### src/rtl/tcdm_seq_mux.sv
// tcdm_seq_mux: shares one TCDM master port among NB_CH stream ports.
// Channels are visited in a programmable weighted round-robin sequence
// (per-channel enable, per-channel burst length); responses are routed back
// through an in-order channel-ID FIFO, so TCDM latency may vary.
//
// Ports:
//   clk_i, rst_i (async, active-high), clear_i (sync soft clear)
//   enable_i, ch_en_i, burst_len_i     scheduler configuration
//   dbg_active_i, dbg_step_i           debug hold / single-step token
//   in_*                               per-channel TCDM slave side
//   out_*                              shared TCDM master side
//   cur_ch_o, beat_o, outst_o, err_o   status
module tcdm_seq_mux #(
    parameter int unsigned NB_CH     = 4,
    parameter int unsigned AW        = 32,
    parameter int unsigned DW        = 32,
    parameter int unsigned CNT_W     = 8,
    parameter int unsigned MAX_OUTST = 2
) (
    input  logic                        clk_i,
    input  logic                        rst_i,
    input  logic                        clear_i,
    input  logic                        enable_i,
    input  logic [NB_CH-1:0]            ch_en_i,
    input  logic [NB_CH*CNT_W-1:0]      burst_len_i,
    input  logic                        dbg_active_i,
    input  logic                        dbg_step_i,
    input  logic [NB_CH-1:0]            in_req_i,
    input  logic [NB_CH*AW-1:0]         in_add_i,
    input  logic [NB_CH-1:0]            in_wen_i,
    input  logic [NB_CH*(DW/8)-1:0]     in_be_i,
    input  logic [NB_CH*DW-1:0]         in_data_i,
    output logic [NB_CH-1:0]            in_gnt_o,
    output logic [NB_CH-1:0]            in_r_valid_o,
    output logic [NB_CH*DW-1:0]         in_r_data_o,
    output logic                        out_req_o,
    output logic [AW-1:0]               out_add_o,
    output logic                        out_wen_o,
    output logic [DW/8-1:0]             out_be_o,
    output logic [DW-1:0]               out_data_o,
    input  logic                        out_gnt_i,
    input  logic                        out_r_valid_i,
    input  logic [DW-1:0]               out_r_data_i,
    output logic [$clog2(NB_CH)-1:0]    cur_ch_o,
    output logic [CNT_W-1:0]            beat_o,
    output logic [$clog2(MAX_OUTST+1)-1:0] outst_o,
    output logic                        err_o
);

    localparam int unsigned BW = DW / 8;
    localparam int unsigned SW = $clog2(NB_CH);
    localparam int unsigned OW = $clog2(MAX_OUTST + 1);
    localparam int unsigned PW = (MAX_OUTST > 1) ? $clog2(MAX_OUTST) : 1;

    logic [SW-1:0]    r_sel;
    logic [CNT_W-1:0] r_beat;
    logic             r_tok;
    logic             r_dbg;
    logic             r_err;
    logic [SW-1:0]    r_fifo [MAX_OUTST];
    logic [PW-1:0]    r_wptr;
    logic [PW-1:0]    r_rptr;
    logic [OW-1:0]    r_cnt;

    logic             w_live;
    logic             w_hold;
    logic             w_room;
    logic             w_perm;
    logic             w_req;
    logic             w_gnt;
    logic             w_skip;
    logic             w_pop;
    logic             w_err;
    logic [SW-1:0]    w_head;
    logic [SW-1:0]    w_next;
    logic             w_found;
    logic [CNT_W-1:0] w_blen;
    logic [CNT_W-1:0] w_blen_eff;
    logic [CNT_W-1:0] w_beat_inc;
    logic             w_last;

    function automatic logic [PW-1:0] ptr_inc(input logic [PW-1:0] p);
        return (p == PW'(MAX_OUTST - 1)) ? '0 : p + 1'b1;
    endfunction

    // Nothing issues or routes while reset or clear is applied, so no grant
    // can be lost against the ID FIFO being emptied.
    assign w_live = !rst_i && !clear_i;
    assign w_hold = dbg_active_i && !r_tok;
    // A response popping this cycle frees a slot for a same-cycle issue.
    assign w_room = (r_cnt < OW'(MAX_OUTST)) || out_r_valid_i;
    assign w_perm = w_live && enable_i && ch_en_i[r_sel] && !w_hold && w_room;
    assign w_req  = w_perm && in_req_i[r_sel];
    assign w_gnt  = w_req && out_gnt_i;
    assign w_skip = !ch_en_i[r_sel] && (|ch_en_i) && !w_hold;

    // Request mux from the selected channel; zero when not issuing.
    always_comb begin
        out_req_o  = w_req;
        out_add_o  = '0;
        out_wen_o  = 1'b0;
        out_be_o   = '0;
        out_data_o = '0;
        in_gnt_o   = '0;
        if (w_req) begin
            out_add_o  = in_add_i[r_sel*AW +: AW];
            out_wen_o  = in_wen_i[r_sel];
            out_be_o   = in_be_i[r_sel*BW +: BW];
            out_data_o = in_data_i[r_sel*DW +: DW];
        end
        if (w_gnt) begin
            in_gnt_o = NB_CH'(1) << r_sel;
        end
    end

    // Next enabled channel, cyclic search starting after r_sel.
    always_comb begin
        w_next  = r_sel;
        w_found = 1'b0;
        for (int unsigned k = 1; k <= NB_CH; k++) begin
            if (!w_found && ch_en_i[(32'(r_sel) + k) % NB_CH]) begin
                w_next  = SW'((32'(r_sel) + k) % NB_CH);
                w_found = 1'b1;
            end
        end
    end

    assign w_blen     = burst_len_i[r_sel*CNT_W +: CNT_W];
    assign w_blen_eff = (w_blen == '0) ? CNT_W'(1) : w_blen;
    assign w_beat_inc = (r_beat == '1) ? r_beat : r_beat + 1'b1;
    assign w_last     = (w_beat_inc >= w_blen_eff);

    // Response routing through the head of the ID FIFO.
    assign w_pop  = out_r_valid_i && (r_cnt != '0);
    assign w_err  = out_r_valid_i && (r_cnt == '0);
    assign w_head = r_fifo[r_rptr];

    always_comb begin
        in_r_valid_o = '0;
        in_r_data_o  = '0;
        if (w_live && w_pop) begin
            in_r_valid_o = NB_CH'(1) << w_head;
        end
        if (w_live && out_r_valid_i) begin
            in_r_data_o = {NB_CH{out_r_data_i}};
        end
    end

    // Scheduler: channel selection and beat counter.
    always_ff @(posedge clk_i or posedge rst_i) begin
        if (rst_i) begin
            r_sel  <= '0;
            r_beat <= '0;
        end else if (clear_i) begin
            r_sel  <= '0;
            r_beat <= '0;
        end else if (w_gnt) begin
            if (w_last) begin
                r_sel  <= w_next;
                r_beat <= '0;
            end else begin
                r_beat <= w_beat_inc;
            end
        end else if (w_skip) begin
            r_sel  <= w_next;
            r_beat <= '0;
        end
    end

    // Debug step token: a step wins over a same-cycle consuming grant,
    // leaving debug mode drops any unused token.
    always_ff @(posedge clk_i or posedge rst_i) begin
        if (rst_i) begin
            r_tok <= 1'b0;
            r_dbg <= 1'b0;
        end else begin
            r_dbg <= dbg_active_i;
            if (clear_i) begin
                r_tok <= 1'b0;
            end else if (r_dbg && !dbg_active_i) begin
                r_tok <= 1'b0;
            end else if (dbg_step_i) begin
                r_tok <= 1'b1;
            end else if (w_gnt) begin
                r_tok <= 1'b0;
            end
        end
    end

    // In-order channel-ID FIFO and sticky orphan-response error.
    always_ff @(posedge clk_i or posedge rst_i) begin
        if (rst_i) begin
            for (int unsigned i = 0; i < MAX_OUTST; i++) begin
                r_fifo[i] <= '0;
            end
            r_wptr <= '0;
            r_rptr <= '0;
            r_cnt  <= '0;
            r_err  <= 1'b0;
        end else if (clear_i) begin
            r_wptr <= '0;
            r_rptr <= '0;
            r_cnt  <= '0;
            r_err  <= 1'b0;
        end else begin
            if (w_gnt) begin
                r_fifo[r_wptr] <= r_sel;
                r_wptr         <= ptr_inc(r_wptr);
            end
            if (w_pop) begin
                r_rptr <= ptr_inc(r_rptr);
            end
            r_cnt <= r_cnt + OW'(w_gnt) - OW'(w_pop);
            if (w_err) begin
                r_err <= 1'b1;
            end
        end
    end

    assign cur_ch_o = r_sel;
    assign beat_o   = r_beat;
    assign outst_o  = r_cnt;
    assign err_o    = r_err;

endmodule

### config.mk
export PLATFORM = sky130hd
export DESIGN_NAME = tcdm_seq_mux
export DESIGN_NICKNAME = d
export VERILOG_FILES = /design/src/rtl/tcdm_seq_mux.sv
export SDC_FILE = /design/constraint.sdc
export NUM_CORES = 1
export LEC_CHECK = 0
export BUFFER_PORTS_ARGS = -buffer_cell sky130_fd_sc_hd__buf_2
export CAP_MARGIN = 20
export CORE_AREA = 2 2 223 225
export DETAILED_ROUTE_END_ITERATION = 7
export DIE_AREA = 0 0 225 227
export GPL_ROUTABILITY_DRIVEN = 0
export PLACE_DENSITY_LB_ADDON = 0.25
export SETUP_SLACK_MARGIN = 0.4
export SLEW_MARGIN = 25
export SYNTH_ARGS = -nofsm -noshare
export SYNTH_HDL_FRONTEND = slang
export SYNTH_SLANG_ARGS = --single-unit
### constraint.sdc
create_clock -name clk_i -period 8 [get_ports clk_i]
set_input_delay 1.6 -clock clk_i [delete_from_list [all_inputs] [get_ports clk_i]]
set_output_delay 1.6 -clock clk_i [all_outputs]
set_load 0.005 [all_outputs]
==> report_table.html, run 1 <==
<table>
<tr><th>Metric</th><th>Value</th></tr>
<tr><th colspan="2">STA</th></tr>
<tr><td>Crit share post-route</td><td>between 60% and 70%</td></tr>
<tr><td>Transition time at the pin with the least slew margin</td><td>between 900 and 1000 ps</td></tr>
<tr><td>Max Transition Viols Final</td><td>0</td></tr>
<tr><td>Setup repair after global routing missed its margin</td><td>false</td></tr>
<tr><td>Fmax achieved</td><td>180.7 MHz</td></tr>
<tr><td>Fin Setup TNS</td><td>0 ps</td></tr>
<tr><td>Hold violation count in the final report</td><td>0</td></tr>
<tr><td>Skew final</td><td>4.209 ps</td></tr>
<tr><td>Max-slew headroom</td><td>between 30% and 40%</td></tr>
<tr><td>Setup violators final</td><td>0</td></tr>
<tr><td>Worst hold margin</td><td>505.8 ps</td></tr>
<tr><td>Final worst setup slack</td><td>roughly 2500 ps</td></tr>
<tr><td>Minimum clock period after layout</td><td>between 5000 and 6000 ps</td></tr>
<tr><th colspan="2">Drt</th></tr>
<tr><td>Avg WL per Cell</td><td>between 20 and 25 um</td></tr>
<tr><td>Post-Route WL</td><td>about 33000 um</td></tr>
<tr><td>Length of the first detailed-routing pass in iterations</td><td>4</td></tr>
<tr><td>Vias after detailed routing</td><td>slightly above 6000</td></tr>
<tr><td>Vias per cell</td><td>between 3 and 4</td></tr>
<tr><td>Antenna-violating nets left</td><td>0</td></tr>
<tr><td>Number of remaining DRC errors</td><td>0</td></tr>
<tr><td>Detailed router's first-iteration violation count</td><td>~220</td></tr>
<tr><th colspan="2">Clock network</th></tr>
<tr><td>TritonCTS clock tree</td><td>done</td></tr>
<tr><td>Buffers inserted by post-CTS timing repair</td><td>0</td></tr>
<tr><td>Resized cells post-CTS</td><td>0</td></tr>
<tr><td>Number of sinks on the clock net</td><td>21</td></tr>
<tr><td>H-tree depth</td><td>1</td></tr>
<tr><td>Deepest clock path buffer count</td><td>2</td></tr>
<tr><td>Root buffer cell</td><td>clkbuf_16</td></tr>
<tr><td>Clock transition at the register clock pins on the worst setup and hold paths after CTS</td><td>60 ps</td></tr>
<tr><td>Clock network latency to the later pin of the worst-skew pair</td><td>between 200 and 300 ps</td></tr>
<tr><td>Number of buffers added by the clock tree synthesis step</td><td>3</td></tr>
<tr><td>Hold-fix buffers, CTS</td><td>0</td></tr>
<tr><th colspan="2">Yosys</th></tr>
<tr><td>Nets in the synthesized netlist</td><td>864</td></tr>
<tr><td>Synthesis-stage register bit count</td><td>21</td></tr>
<tr><td>Post-Synthesis Cells</td><td>approximately 490</td></tr>
<tr><td>Cell variety after synth</td><td>just over 40</td></tr>
<tr><td>Combinational family with the most area after synthesis</td><td>multiplexers</td></tr>
<tr><td>Synthesized-area fraction occupied by ao, oa, aoi and oai cells</td><td>4.859%</td></tr>
<tr><td>Cell Area, Synth</td><td>0.004970 mm^2</td></tr>
<tr><td>Fraction of synthesized area in multiplexers</td><td>about two fifths</td></tr>
<tr><td>Sequential-to-total area share from yosys stat</td><td>about a tenth</td></tr>
<tr><td>Simple-gate share of the synthesized area</td><td>20.59%</td></tr>
<tr><td>Post-synthesis area per instance</td><td>~10 um^2</td></tr>
<tr><td>Xor and xnor area share after synthesis</td><td>1.057%</td></tr>
<tr><td>Synth warn</td><td>0</td></tr>
<tr><td>Adder and majority gate portion of the synthesized area</td><td>~3.8%</td></tr>
<tr><th colspan="2">Pwr</th></tr>
<tr><td>Pleak</td><td>roughly 4.4 nW</td></tr>
<tr><td>Maximum resistive drop on vdd</td><td>0.06397 mV</td></tr>
<tr><td>P per Cell Area</td><td>around 130 mW/mm^2</td></tr>
<tr><td>Total Power</td><td>just over 0.001 W</td></tr>
<tr><th colspan="2">Layout</th></tr>
<tr><td>Fin nets</td><td>~1300</td></tr>
<tr><td>Seq. cell area</td><td>around 530 um^2</td></tr>
<tr><td>Share of layout cells above drive strength 1</td><td>72.20%</td></tr>
<tr><td>Commonest non-fill, non-tap cell in the layout</td><td>buf_2</td></tr>
<tr><td>Commonest cells after routing, fill and taps aside</td><td>buf_2 (574), mux4_2 (82), and3_1 (75)</td></tr>
<tr><td>Area taken by multi-input logic gates</td><td>~0.0035 mm^2</td></tr>
<tr><td>Fin area</td><td>around 0.0079 mm^2</td></tr>
<tr><td>Count of filler cells inserted in the layout</td><td>between 5000 and 6000</td></tr>
<tr><td>Area Growth Syn to Fin</td><td>58.18%</td></tr>
<tr><th colspan="2">GRT</th></tr>
<tr><td>Initial antenna violation count</td><td>22</td></tr>
<tr><td>Number of global-route vias before repair</td><td>6015</td></tr>
<tr><td>Overflow left after global routing</td><td>0</td></tr>
<tr><td>Pin count of the biggest net entering global routing</td><td>54</td></tr>
<tr><td>Global-route wire length before repair</td><td>42920 um</td></tr>
<tr><td>Overall routing resource usage</td><td>a little under an eighth</td></tr>
<tr><th colspan="2">Worst setup path</th></tr>
<tr><td>WP data arrival</td><td>between 3000 and 4000 ps</td></tr>
<tr><td>Required time at the endpoint of the critical path</td><td>between 6000 and 7000 ps</td></tr>
<tr><td>Launching element type of the critical path</td><td>input port</td></tr>
<tr><td>Register-to-register setup slack</td><td>between 3000 and 4000 ps</td></tr>
<tr><td>Biggest fanout along the worst timing path</td><td>33</td></tr>
<tr><td>Classification of the worst setup path</td><td>input port to primary output</td></tr>
<tr><td>Capturing element type of the critical path</td><td>primary output</td></tr>
<tr><th colspan="2">Placed design</th></tr>
<tr><td>Place WS</td><td>approximately 2300 ps</td></tr>
<tr><td>Cell area after placement</td><td>roughly 0.0078 mm^2</td></tr>
<tr><td>Half-perimeter wire length after placement</td><td>slightly below 30000 um</td></tr>
<tr><td>Number of buffers added on ports</td><td>between 500 and 600</td></tr>
<tr><th colspan="2">Die</th></tr>
<tr><td>I/O Pins</td><td>between 500 and 600</td></tr>
<tr><td>Die ar.</td><td>0.05108 mm^2</td></tr>
<tr><td>Horizontal extent of the die</td><td>between 200 and 250 um</td></tr>
<tr><td>Number of placement rows</td><td>between 80 and 90</td></tr>
<tr><td>Die H</td><td>227 um</td></tr>
<tr><td>Starting density of the core</td><td>10.24%</td></tr>
<tr><td>Placeable core region</td><td>between 0.04 and 0.05 mm^2</td></tr>
<tr><th colspan="2">Outcome</th></tr>
<tr><td>Run status</td><td>finished, final reports clean</td></tr>
<tr><th colspan="2">Worst hold path</th></tr>
<tr><td>HP Class</td><td>flip-flop to flip-flop</td></tr>
<tr><th colspan="2">Run</th></tr>
<tr><td>Max-capacitance violation count</td><td>0</td></tr>
</table>
==> kinds of logic after synthesis <==
group	count (synthesis)
and+or+nand+nor	171
buffers and inverters	153
muxes	93
AOI/OAI and AO/OA	34
DFF	21
adders and majority gates	15
xor gates and xnor gates	6
==> metal layers <==
metal	share of wire, %	global-route usage, %	routed length (um)	vias up
li1	-	-	-	2674
met1	32	11.29	10550	2887
met2	54	23.47	17520	425
met3	8.3	2.969	2697	54
met4	5.2	6.153	1698	8
met5	0.17	0	54	-
==> final timing paths <==
path | depth (start not counted) | endpoint | start
min in group asynchronous | 2 | cur_ch_o[1]$_DFFE_PP0P_ | rst_i
max reg2reg | 11 | cur_ch_o[1]$_DFFE_PP0P_ | cur_ch_o[0]$_DFFE_PP0P_
max | 6 | in_r_valid_o[3] | rst_i
min | 2 | err_o$_DFFE_PP0P_ | err_o$_DFFE_PP0P_
min reg2reg | 2 | err_o$_DFFE_PP0P_ | err_o$_DFFE_PP0P_
max in group asynchronous | 2 | cur_ch_o[0]$_DFFE_PP0P_ | rst_i
==> synthesized netlist by cell type <==
cell / number / share of area [%]
nand3_1: 9 / 0.91
and2_1: 36 / 4.5
ha_1: 15 / 3.8
o22ai_1: 2 / 0.25
nand2b_1: 2 / 0.25
a21oi_1: 11 / 1.1
a311oi_4: 1 / 0.53
or3_1: 1 / 0.13
inv_1: 16 / 1.2
a41o_1: 1 / 0.20
clkbuf_1: 27 / 2.0
o21a_1: 2 / 0.30
o21ai_1: 2 / 0.20
mux4_2: 82 / 37
nor2b_1: 9 / 1.1
nand3_2: 1 / 0.20
nor3b_1: 2 / 0.30
mux2_4: 1 / 0.30
mux2_2: 5 / 1.1
nand2_1: 10 / 0.76
buf_2: 11 / 1.1
nor3_1: 3 / 0.30
mux2i_1: 5 / 1.0
nor2_1: 14 / 1.1
a22o_1: 5 / 0.88
a311oi_1: 1 / 0.18
o21ai_0: 5 / 0.50
nor4_1: 3 / 0.38
or4_1: 1 / 0.15
and3_1: 75 / 9.4
o21bai_1: 2 / 0.30
o2111a_1: 1 / 0.23
dfrtp_1: 21 / 11
xor2_1: 2 / 0.35
and4b_4: 1 / 0.28
buf_4: 96 / 15
nor3_2: 3 / 0.60
o311ai_0: 1 / 0.18
xnor2_1: 4 / 0.70
buf_6: 3 / 0.68
nor4b_1: 1 / 0.18
==> critical path: stages <==
cell     delay, ps
buf_2          110
inv_1          590
and3_1         910
nor2b_1        350
nor3b_1        220
buf_2          140
==> report_power, final <==
group          internal, W  leakage [nW]  switching, W
combinational     0.000405          4.05      0.000349
sequential        0.000121         0.283     0.0000435
clock            0.0000680        0.0382     0.0000392
==> area by class of cell <==
class / instances / share of cell area (%)
multi-input cells: 319 / 44.18
repair buffers: 579 / 37.02
diodes: 11 / 0.3502
clock buffers: 4 / 1.003
flip-flops and latches: 21 / 6.780
inverters: 16 / 0.7640
well taps: 622 / 9.900
==> registers in the layout (all words and copies together) (netlist names) <==
name,flops
beat_o,8
r_fifo,4
cur_ch_o,2
outst_o,2
err_o,1
r_dbg,1
r_rptr,1
r_tok,1
r_wptr,1
==> per-stage QoR <==
stage | utilization, % | instances
finish | 16.19 | 1572
global route | 16.17 | 1568
detailed placement | 15.97 | 1557
global placement | 15.97 | 1557
CTS | 16.14 | 1561
floorplan | - | 493
(Power assumes the default switching activity.)
==> run 2, diff against run 1 <==
--- a/config.mk
+++ b/config.mk
@@ -7,9 +7,9 @@
 export LEC_CHECK = 0
 export BUFFER_PORTS_ARGS = -buffer_cell sky130_fd_sc_hd__buf_2
 export CAP_MARGIN = 20
-export CORE_AREA = 2 2 223 225
+export CORE_AREA = 2 2 225 227
 export DETAILED_ROUTE_END_ITERATION = 7
-export DIE_AREA = 0 0 225 227
+export DIE_AREA = 0 0 227 229
 export GPL_ROUTABILITY_DRIVEN = 0
 export PLACE_DENSITY_LB_ADDON = 0.25
 export SETUP_SLACK_MARGIN = 0.4
==> constraint.sdc (replaced) <==
create_clock -name clk_i -period 5.35 [get_ports clk_i]
set_input_delay 1.07 -clock clk_i [delete_from_list [all_inputs] [get_ports clk_i]]
set_output_delay 1.07 -clock clk_i [all_outputs]
set_load 0.005 [all_outputs]
==> report_table.html, run 2 (synthesis gave the netlist of run 1 again) <==
<table>
<tr><th>Metric</th><th>Value</th></tr>
<tr><th colspan="2">Clock network</th></tr>
<tr><td>TritonCTS clock tree</td><td>done</td></tr>
<tr><td>Root buffer cell</td><td>clkbuf_16</td></tr>
<tr><td>Buffers inserted by post-CTS timing repair</td><td>0</td></tr>
<tr><td>Number of sinks on the clock net</td><td>21</td></tr>
<tr><td>Deepest clock path buffer count</td><td>2</td></tr>
<tr><td>Clock transition at the register clock pins on the worst setup and hold paths after CTS</td><td>~70 ps</td></tr>
<tr><td>Hold-fix buffers, CTS</td><td>0</td></tr>
<tr><td>Clock network latency to the later pin of the worst-skew pair</td><td>between 200 and 300 ps</td></tr>
<tr><td>H-tree depth</td><td>1</td></tr>
<tr><td>Resized cells post-CTS</td><td>0</td></tr>
<tr><td>Number of buffers added by the clock tree synthesis step</td><td>3</td></tr>
<tr><th colspan="2">Drt</th></tr>
<tr><td>Length of the first detailed-routing pass in iterations</td><td>4</td></tr>
<tr><td>Antenna-violating nets left</td><td>0</td></tr>
<tr><td>Vias after detailed routing</td><td>5976</td></tr>
<tr><td>Post-Route WL</td><td>~32000 um</td></tr>
<tr><td>Number of remaining DRC errors</td><td>0</td></tr>
<tr><td>Avg WL per Cell</td><td>approximately 20 um</td></tr>
<tr><td>Vias per cell</td><td>between 3 and 4</td></tr>
<tr><td>Detailed router's first-iteration violation count</td><td>249</td></tr>
<tr><th colspan="2">Pwr</th></tr>
<tr><td>Switching power summed over all nets</td><td>between 0.0007 and 0.0008 W</td></tr>
<tr><td>P per Cell Area</td><td>between 200 and 250 mW/mm^2</td></tr>
<tr><td>Internal Pwr Total</td><td>0.0008971 W</td></tr>
<tr><td>Combinational group share of total power</td><td>between 70% and 80%</td></tr>
<tr><td>Portion of total power attributed to the clock network</td><td>10.8%</td></tr>
<tr><td>Maximum resistive drop on vdd</td><td>0.1568 mV</td></tr>
<tr><td>Switching Share</td><td>approximately 45%</td></tr>
<tr><td>Total Power</td><td>around 0.0016 W</td></tr>
<tr><td>Pleak</td><td>4.388 nW</td></tr>
<tr><td>Sequential fraction of design power</td><td>~17%</td></tr>
<tr><th colspan="2">Placed design</th></tr>
<tr><td>Number of buffers added on ports</td><td>574</td></tr>
<tr><td>Half-perimeter wire length after placement</td><td>28990 um</td></tr>
<tr><td>Number of instances in the placed design</td><td>1610</td></tr>
<tr><th colspan="2">Die</th></tr>
<tr><td>Placeable core region</td><td>~0.050 mm^2</td></tr>
<tr><td>Die H</td><td>approximately 230 um</td></tr>
<tr><td>Die ar.</td><td>between 0.05 and 0.06 mm^2</td></tr>
<tr><td>I/O Pins</td><td>about 580</td></tr>
<tr><td>Number of placement rows</td><td>82</td></tr>
<tr><td>Horizontal extent of the die</td><td>about 230 um</td></tr>
<tr><td>Starting density of the core</td><td>about a tenth</td></tr>
<tr><th colspan="2">Layout</th></tr>
<tr><td>Final cell count without fillers</td><td>approximately 1600</td></tr>
<tr><td>Share of layout cells above drive strength 1</td><td>around 73%</td></tr>
<tr><td>Commonest non-fill, non-tap cell in the layout</td><td>buf_2</td></tr>
<tr><td>Fin nets</td><td>around 1300</td></tr>
<tr><td>Max reg flops</td><td>8</td></tr>
<tr><td>Commonest cells after routing, fill and taps aside</td><td>buf_2 (574), mux4_2 (82), and3_1 (75)</td></tr>
<tr><td>Area Growth Syn to Fin</td><td>60.40%</td></tr>
<tr><th colspan="2">Worst setup path</th></tr>
<tr><td>Capturing element type of the critical path</td><td>primary output</td></tr>
<tr><td>Required time at the endpoint of the critical path</td><td>approximately 4300 ps</td></tr>
<tr><td>Crit path top cell by count</td><td>buf_2</td></tr>
<tr><td>Crit path largest cell delay</td><td>~710 ps</td></tr>
<tr><td>CP max stage cell</td><td>and4b_4</td></tr>
<tr><td>Number of buffers and inverters on the critical path</td><td>3</td></tr>
<tr><td>Biggest fanout along the worst timing path</td><td>between 50 and 60</td></tr>
<tr><td>Chain of cells forming the critical path</td><td>buf_2 -&gt; nor3b_1 -&gt; and4b_4 -&gt; buf_4 -&gt; and3_1 -&gt; buf_2</td></tr>
<tr><td>WP data arrival</td><td>2960 ps</td></tr>
<tr><td>Cell class contributing the biggest share of worst-path delay</td><td>simple AND/OR/NAND/NOR gates</td></tr>
<tr><td>Classification of the worst setup path</td><td>input port to primary output</td></tr>
<tr><td>Launching element type of the critical path</td><td>input port</td></tr>
<tr><th colspan="2">STA</th></tr>
<tr><td>Setup repair after global routing missed its margin</td><td>false</td></tr>
<tr><td>Max Transition Viols Final</td><td>0</td></tr>
<tr><td>Worst hold margin</td><td>slightly above 500 ps</td></tr>
<tr><td>Hold violation count in the final report</td><td>0</td></tr>
<tr><td>Fin Setup TNS</td><td>0 ps</td></tr>
<tr><td>Setup violators final</td><td>0</td></tr>
<tr><td>Skew final</td><td>about 1.9 ps</td></tr>
<tr><td>Minimum clock period after layout</td><td>about 4000 ps</td></tr>
<tr><td>Transition time at the pin with the least slew margin</td><td>just over 900 ps</td></tr>
<tr><td>Fmax achieved</td><td>about 250 MHz</td></tr>
<tr><td>Crit share post-route</td><td>75.37%</td></tr>
<tr><td>Max-slew headroom</td><td>approximately two fifths</td></tr>
<tr><th colspan="2">GRT</th></tr>
<tr><td>Global-route wire length before repair</td><td>roughly 43000 um</td></tr>
<tr><td>Overall routing resource usage</td><td>a little under an eighth</td></tr>
<tr><td>Number of global-route vias before repair</td><td>6154</td></tr>
<tr><td>Overflow left after global routing</td><td>0</td></tr>
<tr><td>Pin count of the biggest net entering global routing</td><td>between 60 and 70</td></tr>
<tr><td>Initial antenna violation count</td><td>16</td></tr>
<tr><th colspan="2">Run</th></tr>
<tr><td>Max-capacitance violation count</td><td>0</td></tr>
<tr><th colspan="2">Outcome</th></tr>
<tr><td>Run status</td><td>finished, final reports clean</td></tr>
<tr><th colspan="2">Worst hold path</th></tr>
<tr><td>HP Class</td><td>flip-flop to flip-flop</td></tr>
</table>
-- run 2: stage by stage --
step | worst slack [ps] | utilization (%) | cell area, um^2
after floorplan | 1887 | - | 4970
after detailed placement | 1236 | 15.83 | 7859
final | 1318 | 16.05 | 7971
after CTS | 1257 | 15.99 | 7941
after global routing | 1100 | 16.03 | 7959
after global placement | 1183 | 15.83 | 7859
-- run 2: per-layer routing --
layer	wire length, um	track usage [%]	vias up
met3	2753	2.938	44
met5	23	0	-
met1	10910	11.53	2833
met4	1346	5.290	4
li1	-	-	2678
met2	17330	22.89	417
-- run 2: layout make-up --
| class | count | area [um^2] |
|---|---|---|
| diodes | 12 | 30.03 |
| clock buffers | 3 | 75.07 |
| clock inverters | 1 | 7.507 |
| fillers | 5720 | 41690 |
| inverters | 16 | 60.06 |
| multi-input cells | 319 | 3480 |
| flip-flops and latches | 21 | 533.0 |
| well taps | 672 | 840.8 |
| repair buffers | 582 | 2945 |
-- run 2: worst min-delay path: stages (launching register included) --
cell and delay [ps]:
dfrtp_1 350, a21oi_1 40, nor2_1 80
-- run 2: power by group through the flow --
| stage | registers [W] | logic (W) | clock network (W) |
|---|---|---|---|
| global placement | 0.000276 | 0.00122 | 0 |
| finish | 0.000268 | 0.00118 | 0.000175 |
| CTS | 0.000275 | 0.00121 | 0.000183 |
| floorplan | 0.000198 | 0.000838 | 0 |
| global route | 0.000280 | 0.00129 | 0.000187 |
| detailed placement | 0.000278 | 0.00121 | 0 |
-- run 2: final timing paths --
check                      slack (ps)                      end               startpoint  cells past startpoint
hold / removal                    510        err_o$_DFFE_PP0P_        err_o$_DFFE_PP0P_                      2
setup reg to reg                 1420  cur_ch_o[1]$_DFFE_PP0P_  cur_ch_o[0]$_DFFE_PP0P_                     11
max in group asynchronous        4190  cur_ch_o[0]$_DFFE_PP0P_                    rst_i                      3
min in group asynchronous         880    beat_o[3]$_DFFE_PP0P_                    rst_i                      3
hold reg to reg                   510        err_o$_DFFE_PP0P_        err_o$_DFFE_PP0P_                      2
setup / recovery                 1320            out_add_o[31]                  clear_i                      6
==> run 3, diff against run 2 <==
==> constraint.sdc (replaced) <==
create_clock -name clk_i -period 3.74 [get_ports clk_i]
set_input_delay 0.748 -clock clk_i [delete_from_list [all_inputs] [get_ports clk_i]]
set_output_delay 0.748 -clock clk_i [all_outputs]
set_load 0.005 [all_outputs]
==> report_table.html, run 3 (synthesis gave the netlist of run 1 again) <==
<table>
<tr><th>Metric</th><th>Value</th></tr>
<tr><th colspan="2">Drt</th></tr>
<tr><td>Length of the first detailed-routing pass in iterations</td><td>4</td></tr>
<tr><td>Avg WL per Cell</td><td>just under 20 um</td></tr>
<tr><td>Vias after detailed routing</td><td>just over 6000</td></tr>
<tr><td>Antenna-violating nets left</td><td>0</td></tr>
<tr><td>Vias per cell</td><td>around 3.7</td></tr>
<tr><td>Detailed router's first-iteration violation count</td><td>between 150 and 200</td></tr>
<tr><td>Post-Route WL</td><td>about 32000 um</td></tr>
<tr><td>Number of remaining DRC errors</td><td>0</td></tr>
<tr><th colspan="2">STA</th></tr>
<tr><td>Max-slew headroom</td><td>59.98%</td></tr>
<tr><td>Final worst setup slack</td><td>589.3 ps</td></tr>
<tr><td>Setup repair after global routing missed its margin</td><td>false</td></tr>
<tr><td>Fmax achieved</td><td>317.4 MHz</td></tr>
<tr><td>Fin Setup TNS</td><td>0 ps</td></tr>
<tr><td>Transition time at the pin with the least slew margin</td><td>roughly 600 ps</td></tr>
<tr><td>Setup violators final</td><td>0</td></tr>
<tr><td>Hold violation count in the final report</td><td>0</td></tr>
<tr><td>Crit share post-route</td><td>between 80% and 90%</td></tr>
<tr><td>Skew final</td><td>6.349 ps</td></tr>
<tr><td>Minimum clock period after layout</td><td>around 3200 ps</td></tr>
<tr><td>Max Transition Viols Final</td><td>0</td></tr>
<tr><th colspan="2">Pwr</th></tr>
<tr><td>Sequential fraction of design power</td><td>between 10 and 15%</td></tr>
<tr><td>Internal Pwr Total</td><td>0.001325 W</td></tr>
<tr><td>P per Cell Area</td><td>around 280 mW/mm^2</td></tr>
<tr><td>Pleak</td><td>around 4.4 nW</td></tr>
<tr><td>Portion of total power attributed to the clock network</td><td>between 10% and 20%</td></tr>
<tr><td>Combinational group share of total power</td><td>~75%</td></tr>
<tr><td>Switching power summed over all nets</td><td>between 0.0009 and 0.001 W</td></tr>
<tr><td>Maximum resistive drop on vdd</td><td>between 0.15 and 0.2 mV</td></tr>
<tr><td>Switching Share</td><td>between 40% and 50%</td></tr>
<tr><th colspan="2">Clock network</th></tr>
<tr><td>Deepest clock path buffer count</td><td>2</td></tr>
<tr><td>H-tree depth</td><td>1</td></tr>
<tr><td>Number of sinks on the clock net</td><td>21</td></tr>
<tr><td>TritonCTS clock tree</td><td>done</td></tr>
<tr><td>Root buffer cell</td><td>clkbuf_16</td></tr>
<tr><td>Clock network latency to the later pin of the worst-skew pair</td><td>about 260 ps</td></tr>
<tr><td>Clock transition at the register clock pins on the worst setup and hold paths after CTS</td><td>roughly 60 ps</td></tr>
<tr><td>Number of buffers added by the clock tree synthesis step</td><td>3</td></tr>
<tr><th colspan="2">Worst hold path</th></tr>
<tr><td>HP Class</td><td>flip-flop to flip-flop</td></tr>
<tr><td>Launch instance of the worst min-delay path</td><td>err_o$_DFFE_PP0P_</td></tr>
<tr><th colspan="2">Layout</th></tr>
<tr><td>Final cell count without fillers</td><td>approximately 1600</td></tr>
<tr><td>Commonest cells after routing, fill and taps aside</td><td>buf_2 (574), mux4_2 (82), and3_1 (75)</td></tr>
<tr><td>Area Growth Syn to Fin</td><td>62.26%</td></tr>
<tr><td>Count of filler cells inserted in the layout</td><td>roughly 5700</td></tr>
<tr><td>Area taken by multi-input logic gates</td><td>approximately 0.0035 mm^2</td></tr>
<tr><td>Seq. cell area</td><td>between 500 and 600 um^2</td></tr>
<tr><td>Max reg flops</td><td>8</td></tr>
<tr><td>Share of layout cells above drive strength 1</td><td>73.11%</td></tr>
<tr><td>Commonest non-fill, non-tap cell in the layout</td><td>buf_2</td></tr>
<tr><td>Fin nets</td><td>1324</td></tr>
<tr><th colspan="2">Worst setup path</th></tr>
<tr><td>WP data arrival</td><td>2400 ps</td></tr>
<tr><td>Critical path origin</td><td>cur_ch_o[0]$_DFFE_PP0P_</td></tr>
<tr><td>Chain of cells forming the critical path</td><td>buf_4 -&gt; mux4_2 -&gt; buf_4 -&gt; and3_1 -&gt; buf_2</td></tr>
<tr><td>Launching element type of the critical path</td><td>flip-flop</td></tr>
<tr><td>Crit path largest cell delay</td><td>660 ps</td></tr>
<tr><td>Cell class contributing the biggest share of worst-path delay</td><td>buffers and inverters</td></tr>
<tr><td>Startpoint of the lowest-slack register-to-register path</td><td>cur_ch_o[0]$_DFFE_PP0P_</td></tr>
<tr><td>Crit path top cell by count</td><td>buf_4</td></tr>
<tr><td>CP max stage cell</td><td>mux4_2</td></tr>
<tr><td>Classification of the worst setup path</td><td>flip-flop to primary output</td></tr>
<tr><td>Biggest fanout along the worst timing path</td><td>40</td></tr>
<tr><td>Capturing element type of the critical path</td><td>primary output</td></tr>
<tr><td>Number of buffers and inverters on the critical path</td><td>3</td></tr>
<tr><td>Required time at the endpoint of the critical path</td><td>2990 ps</td></tr>
<tr><th colspan="2">GRT</th></tr>
<tr><td>Pin count of the biggest net entering global routing</td><td>60</td></tr>
<tr><td>Number of global-route vias before repair</td><td>roughly 6200</td></tr>
<tr><td>Overall routing resource usage</td><td>approximately 12%</td></tr>
<tr><td>Initial antenna violation count</td><td>14</td></tr>
<tr><td>Global-route wire length before repair</td><td>42930 um</td></tr>
<tr><td>Overflow left after global routing</td><td>0</td></tr>
<tr><th colspan="2">Die</th></tr>
<tr><td>Die H</td><td>229 um</td></tr>
<tr><td>I/O Pins</td><td>575</td></tr>
<tr><td>Placeable core region</td><td>just under 0.05 mm^2</td></tr>
<tr><td>Number of placement rows</td><td>82</td></tr>
<tr><td>Horizontal extent of the die</td><td>~230 um</td></tr>
<tr><td>Starting density of the core</td><td>around a tenth</td></tr>
<tr><td>Die ar.</td><td>a little over 0.05 mm^2</td></tr>
<tr><th colspan="2">Run</th></tr>
<tr><td>Max-capacitance violation count</td><td>0</td></tr>
<tr><th colspan="2">Placed design</th></tr>
<tr><td>Number of instances in the placed design</td><td>about 1600</td></tr>
<tr><td>Place WS</td><td>318.8 ps</td></tr>
<tr><td>Half-perimeter wire length after placement</td><td>approximately 29000 um</td></tr>
<tr><td>Number of buffers added on ports</td><td>around 570</td></tr>
<tr><th colspan="2">Outcome</th></tr>
<tr><td>Run status</td><td>finished, final reports clean</td></tr>
</table>
## run 3: worst paths after layout
kind | endpoint | slack (ps) | cells past startpoint
worst max-delay path | out_data_o[4] | 590 | 5
worst min-delay path | err_o$_DFFE_PP0P_ | 500 | 2
worst max register to register | cur_ch_o[1]$_DFFE_PP0P_ | 640 | 10
worst min register to register | err_o$_DFFE_PP0P_ | 500 | 2
max in group asynchronous | cur_ch_o[1]$_DFFE_PP0P_ | 2850 | 3
min in group asynchronous | outst_o[0]$_DFF_PP0_ | 620 | 3
## run 3: worst reg2reg max path: stages, from the launching register on
cell and delay [ps]:
dfrtp_4 540, mux4_2 570, nor4_2 300, a41o_1 210, ha_1 230, nand2b_1 140, a21oi_1 200, nor3_1 90
nor3_2 310, nor3_2 90, mux2_4 310
## run 3: area by class of cell
class,instances,share of cell area [%]
Tap cell,672,10.43
Clock buffer,3,0.9310
Inverter,16,0.7448
Antenna cell,6,0.1862
Sequential cell,21,6.625
Multi-Input combinational cell,319,43.26
Clock inverter,1,0.06206
Timing Repair Buffer,592,37.77
## run 3: per-stage QoR
stage	util (%)	hold WS (ps)	area (um^2)	total power, W
finish	16.24	502.3	8064	0.002295
global route	16.23	532.9	8059	0.002497
CTS	16.16	509.1	8025	0.002352
detailed placement	15.94	492.3	7915	0.002090
global placement	15.94	480.7	7915	0.002087
floorplan	-	479.1	4970	0.001482
## run 3: power by group through the flow
| stage | registers (W) | clock network (W) | logic, W |
|---|---|---|---|
| finish | 0.000330 | 0.000234 | 0.00173 |
| global route | 0.000342 | 0.000248 | 0.00191 |
| CTS | 0.000338 | 0.000239 | 0.00178 |
| detailed placement | 0.000358 | 0 | 0.00173 |
| global placement | 0.000355 | 0 | 0.00173 |
| floorplan | 0.000284 | 0 | 0.00120 |
## run 3: timing repair
item | 4_1_cts | 5_1_grt
hold buffers | 0 | 0
endpoints found under the setup margin | 1 | 7
buffers inserted | 4 | 1
gates resized for setup | 0 | 4
pin swaps | 0 | 1
## run 3: routing by layer
layer	share of wire (%)	global-route usage [%]	wire length (um)
met4	3.2	4.085	1028
met2	54	22.72	17270
met1	34	11.55	10720
met5	0.13	0	41
met3	8.8	2.668	2792
